$ cat config.mk
export PLATFORM = sky130hd
export DESIGN_NAME = microwave_panel
export DESIGN_NICKNAME = d
export VERILOG_FILES = /design/src/rtl/microwave_panel.sv
export SDC_FILE = /design/constraint.sdc
export NUM_CORES = 1
export LEC_CHECK = 0
export BUFFER_PORTS_ARGS = -buffer_cell sky130_fd_sc_hd__buf_2
export CORE_MARGIN = 4
export CORE_UTILIZATION = 30
export DETAILED_ROUTE_END_ITERATION = 8
export SYNTH_ARGS = -nofsm -noshare
export SYNTH_HDL_FRONTEND = slang
export SYNTH_SLANG_ARGS = --single-unit
$ cat constraint.sdc
create_clock -name clk -period 4 [get_ports clk]
set_clock_uncertainty 0.15 [all_clocks]
set_input_delay 1 -clock clk [delete_from_list [all_inputs] [get_ports clk]]
set_output_delay 1 -clock clk [all_outputs]
set_load 0.005 [all_outputs]
$ cat src/rtl/microwave_panel.sv
// Front-panel controller: composes a cook time from keypad events,
// launches the range over tin/r and tracks its power output.
module microwave_panel #(
  parameter int TW             = 4,
  parameter int TICKS_PER_UNIT = 20,
  parameter int PWR_TIMEOUT    = 4
) (
  input  logic          clk,
  input  logic          rst,
  input  logic          key_valid,
  input  logic [3:0]    key_code,
  input  logic          door_open,
  input  logic          pwr,
  output logic [TW-1:0] tin,
  output logic          r,
  output logic [TW-1:0] remain,
  output logic          busy,
  output logic          done,
  output logic          err
);

  localparam int CW = $clog2(TICKS_PER_UNIT + 1);
  localparam int OW = $clog2(PWR_TIMEOUT + 1);
  localparam logic [TW-1:0] MAX = '1;

  typedef enum logic [2:0] {
    IDLE,
    LAUNCH,
    WAIT_PWR,
    COOK,
    STOP
  } state_t;

  state_t        state, state_n;
  logic [TW-1:0] set_time, set_n;
  logic [TW-1:0] rem_n, tin_n;
  logic [CW-1:0] tick, tick_n;
  logic [OW-1:0] wcnt, wcnt_n;
  logic          tmo, tmo_n;
  logic          r_n, busy_n, done_n, err_n;
  logic          cancel, stop_req;

  assign cancel   = key_valid && (key_code == 4'd11);
  assign stop_req = cancel || door_open;

  always_comb begin
    state_n = state;
    set_n   = set_time;
    rem_n   = remain;
    tick_n  = tick;
    wcnt_n  = wcnt;
    tmo_n   = 1'b0;
    tin_n   = '0;
    r_n     = 1'b0;
    busy_n  = (state != IDLE);
    done_n  = 1'b0;
    // a power timeout is reported one cycle late, together with busy falling
    err_n   = tmo;
    unique case (state)
      IDLE: begin
        rem_n = set_time;
        if (key_valid) begin
          unique case (1'b1)
            key_code <= 4'd9: set_n = TW'(key_code);
            key_code == 4'd12: begin
              if (set_time != MAX) set_n = set_time + TW'(1);
            end
            cancel: set_n = '0;
            key_code == 4'd10: begin
              if (set_time == '0 || door_open) err_n = 1'b1;
              else state_n = LAUNCH;
            end
            default: ;
          endcase
        end
      end
      LAUNCH: begin
        tin_n   = set_time;
        r_n     = 1'b1;
        wcnt_n  = '0;
        state_n = WAIT_PWR;
      end
      WAIT_PWR: begin
        if (stop_req) begin
          state_n = STOP;
        end else if (pwr) begin
          rem_n   = set_time;
          tick_n  = '0;
          state_n = COOK;
        end else if (wcnt == OW'(PWR_TIMEOUT - 1)) begin
          tmo_n   = 1'b1;
          set_n   = '0;
          state_n = IDLE;
        end else begin
          wcnt_n = wcnt + OW'(1);
        end
      end
      COOK: begin
        // a power drop outranks a concurrent stop request
        if (!pwr) begin
          done_n  = 1'b1;
          rem_n   = '0;
          set_n   = '0;
          state_n = IDLE;
        end else if (stop_req) begin
          state_n = STOP;
        end else if (tick == CW'(TICKS_PER_UNIT - 1)) begin
          tick_n = '0;
          if (remain != '0) rem_n = remain - TW'(1);
        end else begin
          tick_n = tick + CW'(1);
        end
      end
      STOP: begin
        r_n     = 1'b1;
        rem_n   = '0;
        set_n   = '0;
        state_n = IDLE;
      end
      default: state_n = IDLE;
    endcase
  end

  always_ff @(posedge clk) begin
    if (rst) begin
      state    <= IDLE;
      set_time <= '0;
      tick     <= '0;
      wcnt     <= '0;
      tmo      <= 1'b0;
      tin      <= '0;
      r        <= 1'b0;
      remain   <= '0;
      busy     <= 1'b0;
      done     <= 1'b0;
      err      <= 1'b0;
    end else begin
      state    <= state_n;
      set_time <= set_n;
      tick     <= tick_n;
      wcnt     <= wcnt_n;
      tmo      <= tmo_n;
      tin      <= tin_n;
      r        <= r_n;
      remain   <= rem_n;
      busy     <= busy_n;
      done     <= done_n;
      err      <= err_n;
    end
  end

endmodule

==> metrics.cfg, run 1 <==
[yosys]
yosysWarnings = 0
synth-seq-cells = 28
avgSynthCellArea_um2 = 8.63
async_reset_ff_share_pct = 0
synthFlopType = dfxtp_1
seq_area_frac_synth_pct = 33.1
syn_area_um2 = 1690
synth_nets = 211
ys_types = 55
syn_inst = 196
synth_edf_count = 0

[global_route]
grt_pass1_wl_mm = 6.29
antenna_found_initial = 0
grt.total_usage_pct = 10.8
grt-ovfl-total = 0
grt_pass1_vias = 1340
grt_max_degree = 20

[outcome]
outcome = finished clean

[finish]
fillers = 613
multiInputGateArea_um2 = 1050
n_antenna_cell = 0
nets = 229
syn2layout_area_growth_pct = 11.7
final_layout_size_suffix_gt1_share_pct = 20.2
register_area_um2 = 561

[sta]
fin_crit_sh_pct = 56.8
maxSlewHeadroom_pct = 58.0
setup_viol = 0
rsz0062_at_grt = false
slew_viol_final = 0
finalSetupTns_ps = 0
hold_slack_ps = 318
period_needed_ps = 2270
max_freq_mhz = 440
hold_violations = 0
max_slew.worst_pin.slew_ps = 629

[hold_path]
hp-class = register to register

[floorplanning]
coreArea_um2 = 5470
dieWidth_um = 83.1
die_area_um2 = 6900
die_h_um = 83.1
io_pins = 21
row_count = 27
initial_core_util_pct = 30.9

[worst_setup_path]
timing.critical_path.buf_inv = 1
ff2ff_path_depth = 4
path_depth = 6
r2r_setup_slack_ps = 1940
regToRegStartpoint = state[0]
cpMaxStageDelayCell = a31oi_4
criticalPathCategory = input port to register
cpLargestDelayFamily = compound AO/OA/AOI/OAI gates
slowest_delay_ps = 300
r2r_end = set_time[0]
startpoint = key_code[2]
required_ps = 4020
cp.arrival_ps = 2290
startpoint_type = input port
crit_fanout = 9
cp_cell_sequence = buf_2 > and3b_4 > a31oi_4 > a31oi_1 > o21bai_1 > a21o_1
critPathCaptureType = register
critical_path.endpoint = tick[2]

[clock_network]
cts_sinks = 28
clk_path_buf_depth = 2
cts_setup_buffers = 0
holdBufCountCts = 0
clock_latency_ps = 270
path_clk_slew_ps = 90
cts_tree = built
cts-root-buf = clkbuf_8
cts_htree_levels = 1
cts-resized-gates = 0
cts_buffers = 3

[route]
finalWirelength_mm = 3.62
drtPass1Iterations = 4
antenna_left = 0
drc = 0
viasPerCell = 5.09
wl_per_cell_um = 12.7
num_vias = 1451
drt-initial-drc-count = 41

[place]
hpwl_mm = 2.78
portBuffers = 20
gp_congestion = 0.849

[power_and_ir_drop]
ir_drop_mv = 0.117
power_density_nw_per_um2 = 277
leakage_nw = 0.778
design_power_total_w = 0.000524

[job]
drv_cap = 0

[registers in the layout, summed over array words and instances (netlist names)]
name,flops
tick,5
remain,4
set_time,4
tin,4
state,3
wcnt,3
busy,1
done,1
err,1
r,1
tmo,1
[how the worst min path moves through the flow]
stage	startpoint	endpoint	slack (ps)	depth (start not counted)
floorplan	tmo	err	260	2
global placement	tmo	err	300	2
detailed placement	tmo	err	310	2
CTS	wcnt[2]	wcnt[2]	330	2
global route	wcnt[1]	wcnt[1]	350	2
finish	tmo	err	320	2
[layer usage]
layer,GRT usage [%],share of wire (%)
met3,2.18,3.8
met2,17.0,47
met1,14.9,48
met4,3.12,1.2
met5,0,0
[cell families after synthesis]
family                   synth area share (%)
AO/OA/AOI/OAI                            20.0
XOR/XNOR                                 2.59
adder cells (fa/ha/maj)                  4.44
buffers and inverters                    5.03
flip-flops                               33.1
multiplexers                             4.51
AND/OR/NAND/NOR                          30.3
[tightest hold or removal path, delay by kind of cell (launching register included)]
| kind | cells | cell delay (ps) |
|---|---|---|
| simple gates | 1 | 80 |
| compound gates | 1 | 40 |
| flops | 1 | 320 |
[placed cells by master, fill, tap and decap left out, types with 5 or more instances in the layout]
cell / count
nand3_1: 10
a31oi_1: 5
nor3_1: 7
o21ai_0: 13
dfxtp_1: 28
nor2_1: 18
nand2_1: 15
nand2b_1: 7
mux2i_1: 5
buf_2: 20
a21oi_1: 8
ha_1: 6
inv_1: 9
[stage by stage]
step	cells	area, um2	utilization, %	setup slack (ps)
floorplan	196	1690	-	1770
global placement	281	1830	33.5	1480
detailed placement	281	1830	33.5	1440
CTS	285	1890	34.5	1730
global route	285	1890	34.5	1630
finish	285	1890	34.5	1730
[report_power, final]
part	switching, W	internal (W)	total [W]
registers	0.00000759	0.000283	0.000291
logic	0.0000351	0.0000252	0.0000604
clock network	0.0000846	0.0000880	0.000173
[synthesized netlist by cell type, drive strengths merged, types with 4 or more instances]
cell,number,share of area [%]
nor2,20,4.7
ha,6,4.4
inv,10,2.2
nor2b,4,1.5
o21ai,13,3.8
nor3,7,2.1
nand3,11,3.6
a31oi,6,3.1
mux2i,5,3.0
dfxtp,28,33
a21oi,8,2.4
nand2b,7,2.6
nand4,4,1.5
and3,5,1.9
nand2,15,3.3
buf,5,2.4
[final cells by class]
| type | count | share of cell area (%) |
|---|---|---|
| repair buffers | 20 | 5.30 |
| well taps | 72 | 4.77 |
| clock buffers | 4 | 2.91 |
| flip-flops and latches | 28 | 29.7 |
| multi-input cells | 151 | 55.4 |
| inverters | 10 | 1.99 |
(Power assumes the default switching activity.)
==> run 2: changes to the inputs <==
==> constraint.sdc (replaced) <==
create_clock -name clk -period 2.2 [get_ports clk]
set_clock_uncertainty 0.15 [all_clocks]
set_input_delay 0.55 -clock clk [delete_from_list [all_inputs] [get_ports clk]]
set_output_delay 0.55 -clock clk [all_outputs]
set_load 0.005 [all_outputs]
==> run 2 against run 1 <==
Compared with the run above:
- sequential power increased by 81%
- combinational power increased by 84%
- via count decreased by 1.4%
- count of clock-buffer cells in the layout decreased by 1
- critical path depth unchanged
- die area unchanged
- non-clock buffer count increased by 3
- critical path type is now register to register
- largest cell class unchanged
- largest power group unchanged
==> metrics.cfg, run 2 (synthesis gave the netlist of run 1 again) <==
[outcome]
outcome = finished clean

[global_route]
antenna_found_initial = 0
globalRouteMet3Util_pct = 2.18
grt_pass1_vias = 1434
grt_pass1_wl_mm = 6.51
grt_max_degree = 20
use_met1_pct = 14.6
grt.total_usage_pct = 11.1
grt_use_met2_pct = 18.1
top_usage_layer = met2
grt-ovfl-total = 0

[finish]
register_area_um2 = 561
fin_util_pct = 35.2
syn2layout_area_growth_pct = 14.0
stdcell_area_um2 = 1930
final_cell_mix = dfxtp_1 (28), buf_2 (20), nor2_1 (18), nand2_1 (15), o21ai_0 (13)
multiInputGateArea_um2 = 1050
n_antenna_cell = 0
final_layout_size_suffix_gt1_share_pct = 21.3
top_register = tick
nets = 232
largest_register_ffs = 5
final_common_cell = dfxtp_1
fillers = 595

[worst_setup_path]
cp.arrival_ps = 2050
criticalPathCategory = register to register
crit_fanout = 5
required_ps = 2240
startpoint_type = register
r2r_setup_slack_ps = 190
critPathCaptureType = register

[sta]
fin_crit_sh_pct = 91.4
maxSlewHeadroom_pct = 66.6
setup_viol = 0
hold_slack_ps = 324
slew_viol_final = 0
rsz0062_at_grt = false
max_freq_mhz = 497
period_needed_ps = 2010
hold_violations = 0
finalSetupTns_ps = 0
max_slew.worst_pin.slew_ps = 494

[power_and_ir_drop]
power_density_nw_per_um2 = 544
ir_drop_mv = 0.220
leakage_nw = 0.801

[place]
placed_cell_area_um2 = 1860
hpwl_mm = 2.83
gp_congestion = 0.830
portBuffers = 20

[clock_network]
clock_latency_ps = 280
path_clk_slew_ps = 100
cts_htree_levels = 1
cts_tree = built
clk_path_buf_depth = 2
cts_buffers = 3
cts_sinks = 28
cts-root-buf = clkbuf_8

[route]
antenna_left = 0
drc = 0
num_vias = 1431
viasPerCell = 4.97
drt-initial-drc-count = 42
drtPass1Iterations = 4
wl_per_cell_um = 12.9
finalWirelength_mm = 3.72

[job]
drv_cap = 0

[floorplanning]
die_h_um = 83.1
dieWidth_um = 83.1
row_count = 27
die_area_um2 = 6900
coreArea_um2 = 5470
initial_core_util_pct = 30.9
io_pins = 21

[hold_path]
hp-class = register to register

==> run 2: cell types whose count changed in the layout (fill, tap and decap cells not counted), sizes merged <==
cell	delta
buf	+3
bufinv	+1
clkbuf	-1
==> run 2: where the power goes <==
part	switching, W	internal, W	leakage (nW)
clock network	0.000165	0.000244	0.0357
registers	0.0000129	0.000515	0.226
logic	0.0000652	0.0000462	0.539
==> run 2: timing repair <==
action,in CTS,in global routing
resized for setup,0,0
buffers inserted,0,0
hold buffers,0,0
endpoints found under the setup margin,0,2
==> run 2: cell type report <==
class / instances / share of cell area [%]
Timing Repair Buffer: 23 / 6.36
Clock inverter: 1 / 1.56
Clock buffer: 3 / 2.14
Tap cell: 72 / 4.67
Sequential cell: 28 / 29.1
Inverter: 10 / 1.95
Multi-Input combinational cell: 151 / 54.3
==> run 2: final timing paths <==
kind / startpoint / end / cells after the start
min: wcnt[2] / wcnt[2] / 2
min reg2reg: wcnt[2] / wcnt[2] / 2
max reg2reg: tick[0] / remain[1] / 6
max: tick[0] / remain[1] / 6
==> run 2: worst max-delay path: stages (launching register included) <==
cell	delay, ps
dfxtp_1	370
ha_1	230
and4bb_1	320
o211ai_2	200
a2111oi_4	460
nand2_1	100
o31ai_1	80
==> run 2: routing by layer <==
layer  wire length [um]  share of wire (%)  vias up
li1                   -                  -      744
met1               1830                 49      663
met2               1730                 47       19
met3                103                2.8        5
met4                 53                1.4        0
met5                  0                  0        -
==> run 2: through the flow <==
stage	std cells	setup WS, ps	total power, W
5_1_grt	288	37.9	0.00110
3_5_place_dp	284	96.1	0.000652
4_1_cts	288	148	0.00106
2_1_floorplan	196	420	0.000615
6_report	288	189	0.00105
3_3_place_gp	284	142	0.000651
==> run 3: changes to the inputs <==
--- a/config.mk
+++ b/config.mk
@@ -7,7 +7,7 @@
 export LEC_CHECK = 0
 export BUFFER_PORTS_ARGS = -buffer_cell sky130_fd_sc_hd__buf_2
 export CORE_MARGIN = 4
-export CORE_UTILIZATION = 30
+export CORE_UTILIZATION = 40
 export DETAILED_ROUTE_END_ITERATION = 8
 export SYNTH_ARGS = -nofsm -noshare
 export SYNTH_HDL_FRONTEND = slang
==> run 3 against run 2 <==
Compared with the run above:
- combinational power barely moved
- routed wire length is 2.8% lower
- worst hold slack got worse by 14 ps
- cell count shrank 6.6%
- critical path depth is the same
- first-iteration DRC count is 36% higher
- flip-flop and latch count did not move
- utilization rose by 12 points
- die area down 23%
- maximum frequency up 0.11%
- clock power barely moved
==> metrics.cfg, run 3 (synthesis gave the netlist of run 1 again) <==
[outcome]
outcome = finished clean

[place]
hpwl_mm = 2.72
portBuffers = 20
gp_congestion = 0.854
dp.cells = 265

[floorplanning]
coreArea_um2 = 4060
io_pins = 21
row_count = 23
die_h_um = 73.0
dieWidth_um = 73.0
die_area_um2 = 5330
initial_core_util_pct = 41.7

[route]
drc = 0
viasPerCell = 5.29
num_vias = 1422
drt-initial-drc-count = 57
finalWirelength_mm = 3.62
antenna_left = 0
wl_per_cell_um = 13.4
drtPass1Iterations = 4

[hold_path]
worstHoldPathCells = 2
hp-start = tmo
hold_end = err
hp-class = register to register

[worst_setup_path]
cpMaxStageDelayCell = a2111oi_4
cp.arrival_ps = 2070
slowest_delay_ps = 450
r2r_end = remain[3]
cp_cell_sequence = ha_1 > and4bb_1 > o211ai_2 > a2111oi_4 > nor2_1 > a21oi_1
criticalPathCategory = register to register
cpLargestDelayFamily = compound AO/OA/AOI/OAI gates
crit_fanout = 5
regToRegStartpoint = tick[0]
startpoint_type = register
required_ps = 2260
timing.critical_path.buf_inv = 0
critPathCaptureType = register
ff2ff_path_depth = 6
r2r_setup_slack_ps = 190

[global_route]
grt-ovfl-total = 0
antenna_found_initial = 0
use_met1_pct = 20.4
grt_pass1_vias = 1377
grt_max_degree = 20
globalRouteMet3Util_pct = 2.07
grt_use_met2_pct = 23.8
grt_pass1_wl_mm = 6.29
top_usage_layer = met2
grt.total_usage_pct = 15.0

[clock_network]
path_clk_slew_ps = 100
cts_htree_levels = 1
clock_latency_ps = 280
holdBufCountCts = 0
cts-resized-gates = 0
cts_setup_buffers = 0
cts-root-buf = clkbuf_8
cts_tree = built
clk_path_buf_depth = 2
cts_buffers = 3
cts_sinks = 28

[sta]
period_needed_ps = 2010
maxSlewHeadroom_pct = 67.3
max_slew.worst_pin.slew_ps = 490
finalSetupTns_ps = 0
hold_slack_ps = 310
rsz0062_at_grt = false
max_freq_mhz = 498
slew_viol_final = 0
fin_crit_sh_pct = 91.3
hold_violations = 0
setup_viol = 0

[finish]
nets = 235
finalNonFillerCells = 269
final_layout_size_suffix_gt1_share_pct = 22.4
largest_register_ffs = 5
register_area_um2 = 561
syn2layout_area_growth_pct = 13.7
multiInputGateArea_um2 = 1050
top_register = tick
fillers = 403
final_common_cell = dfxtp_1
final_cell_mix = dfxtp_1 (28), buf_2 (20), nor2_1 (18), nand2_1 (15), o21ai_0 (13)
n_antenna_cell = 0

[power_and_ir_drop]
power_density_nw_per_um2 = 546
ir_drop_mv = 0.225
leakage_nw = 0.816

[job]
drv_cap = 0

[run 3: worst reg2reg max path: cells and delay by family (launching register included)]
kind,cells,cell delay [ps]
compound gates,3,780
fa+ha+maj,1,240
flops,1,370
simple gates,2,410
[run 3: metrics by stage]
step | setup WS, ps | total power [W] | utilization (%) | cell area, um2
2_1_floorplan | 420 | 0.000615 | - | 1690
3_3_place_gp | 150 | 0.000652 | 45.6 | 1850
3_5_place_dp | 126 | 0.000653 | 45.6 | 1850
4_1_cts | 117 | 0.00106 | 47.4 | 1920
5_1_grt | 25.9 | 0.00110 | 47.4 | 1920
6_report | 191 | 0.00105 | 47.4 | 1920
[run 3: area by class of cell]
cell class | count | share of cell area [%]
clock inverter | 1 | 1.56
clock buffer | 3 | 2.15
timing repair buffer | 26 | 7.55
inverter | 10 | 1.95
tap | 50 | 3.25
sequential | 28 | 29.1
multi-input combinational | 151 | 54.4
[run 3: worst max-delay path by stage]
stage          depth (start not counted)   startpoint         to  slack [ps]
6_report                               6      tick[0]  remain[3]         190
5_1_grt                                6      tick[0]  remain[3]          30
4_1_cts                                6      tick[0]  remain[3]         120
3_5_place_dp                           6  key_code[2]    tick[2]         130
3_3_place_gp                           6  key_code[2]    tick[2]         150
2_1_floorplan                          5    door_open  remain[2]         420
[run 3: power breakdown]
group	switching, W	total [W]	internal (W)
sequential	0.0000130	0.000528	0.000515
combinational	0.0000639	0.000112	0.0000477
clock	0.000166	0.000410	0.000244
[run 3: metal layers]
layer | routed length [um] | part of all wire, %
met1 | 1830 | 50
met2 | 1650 | 46
met3 | 90 | 2.5
met4 | 48 | 1.3
met5 | 0 | 0
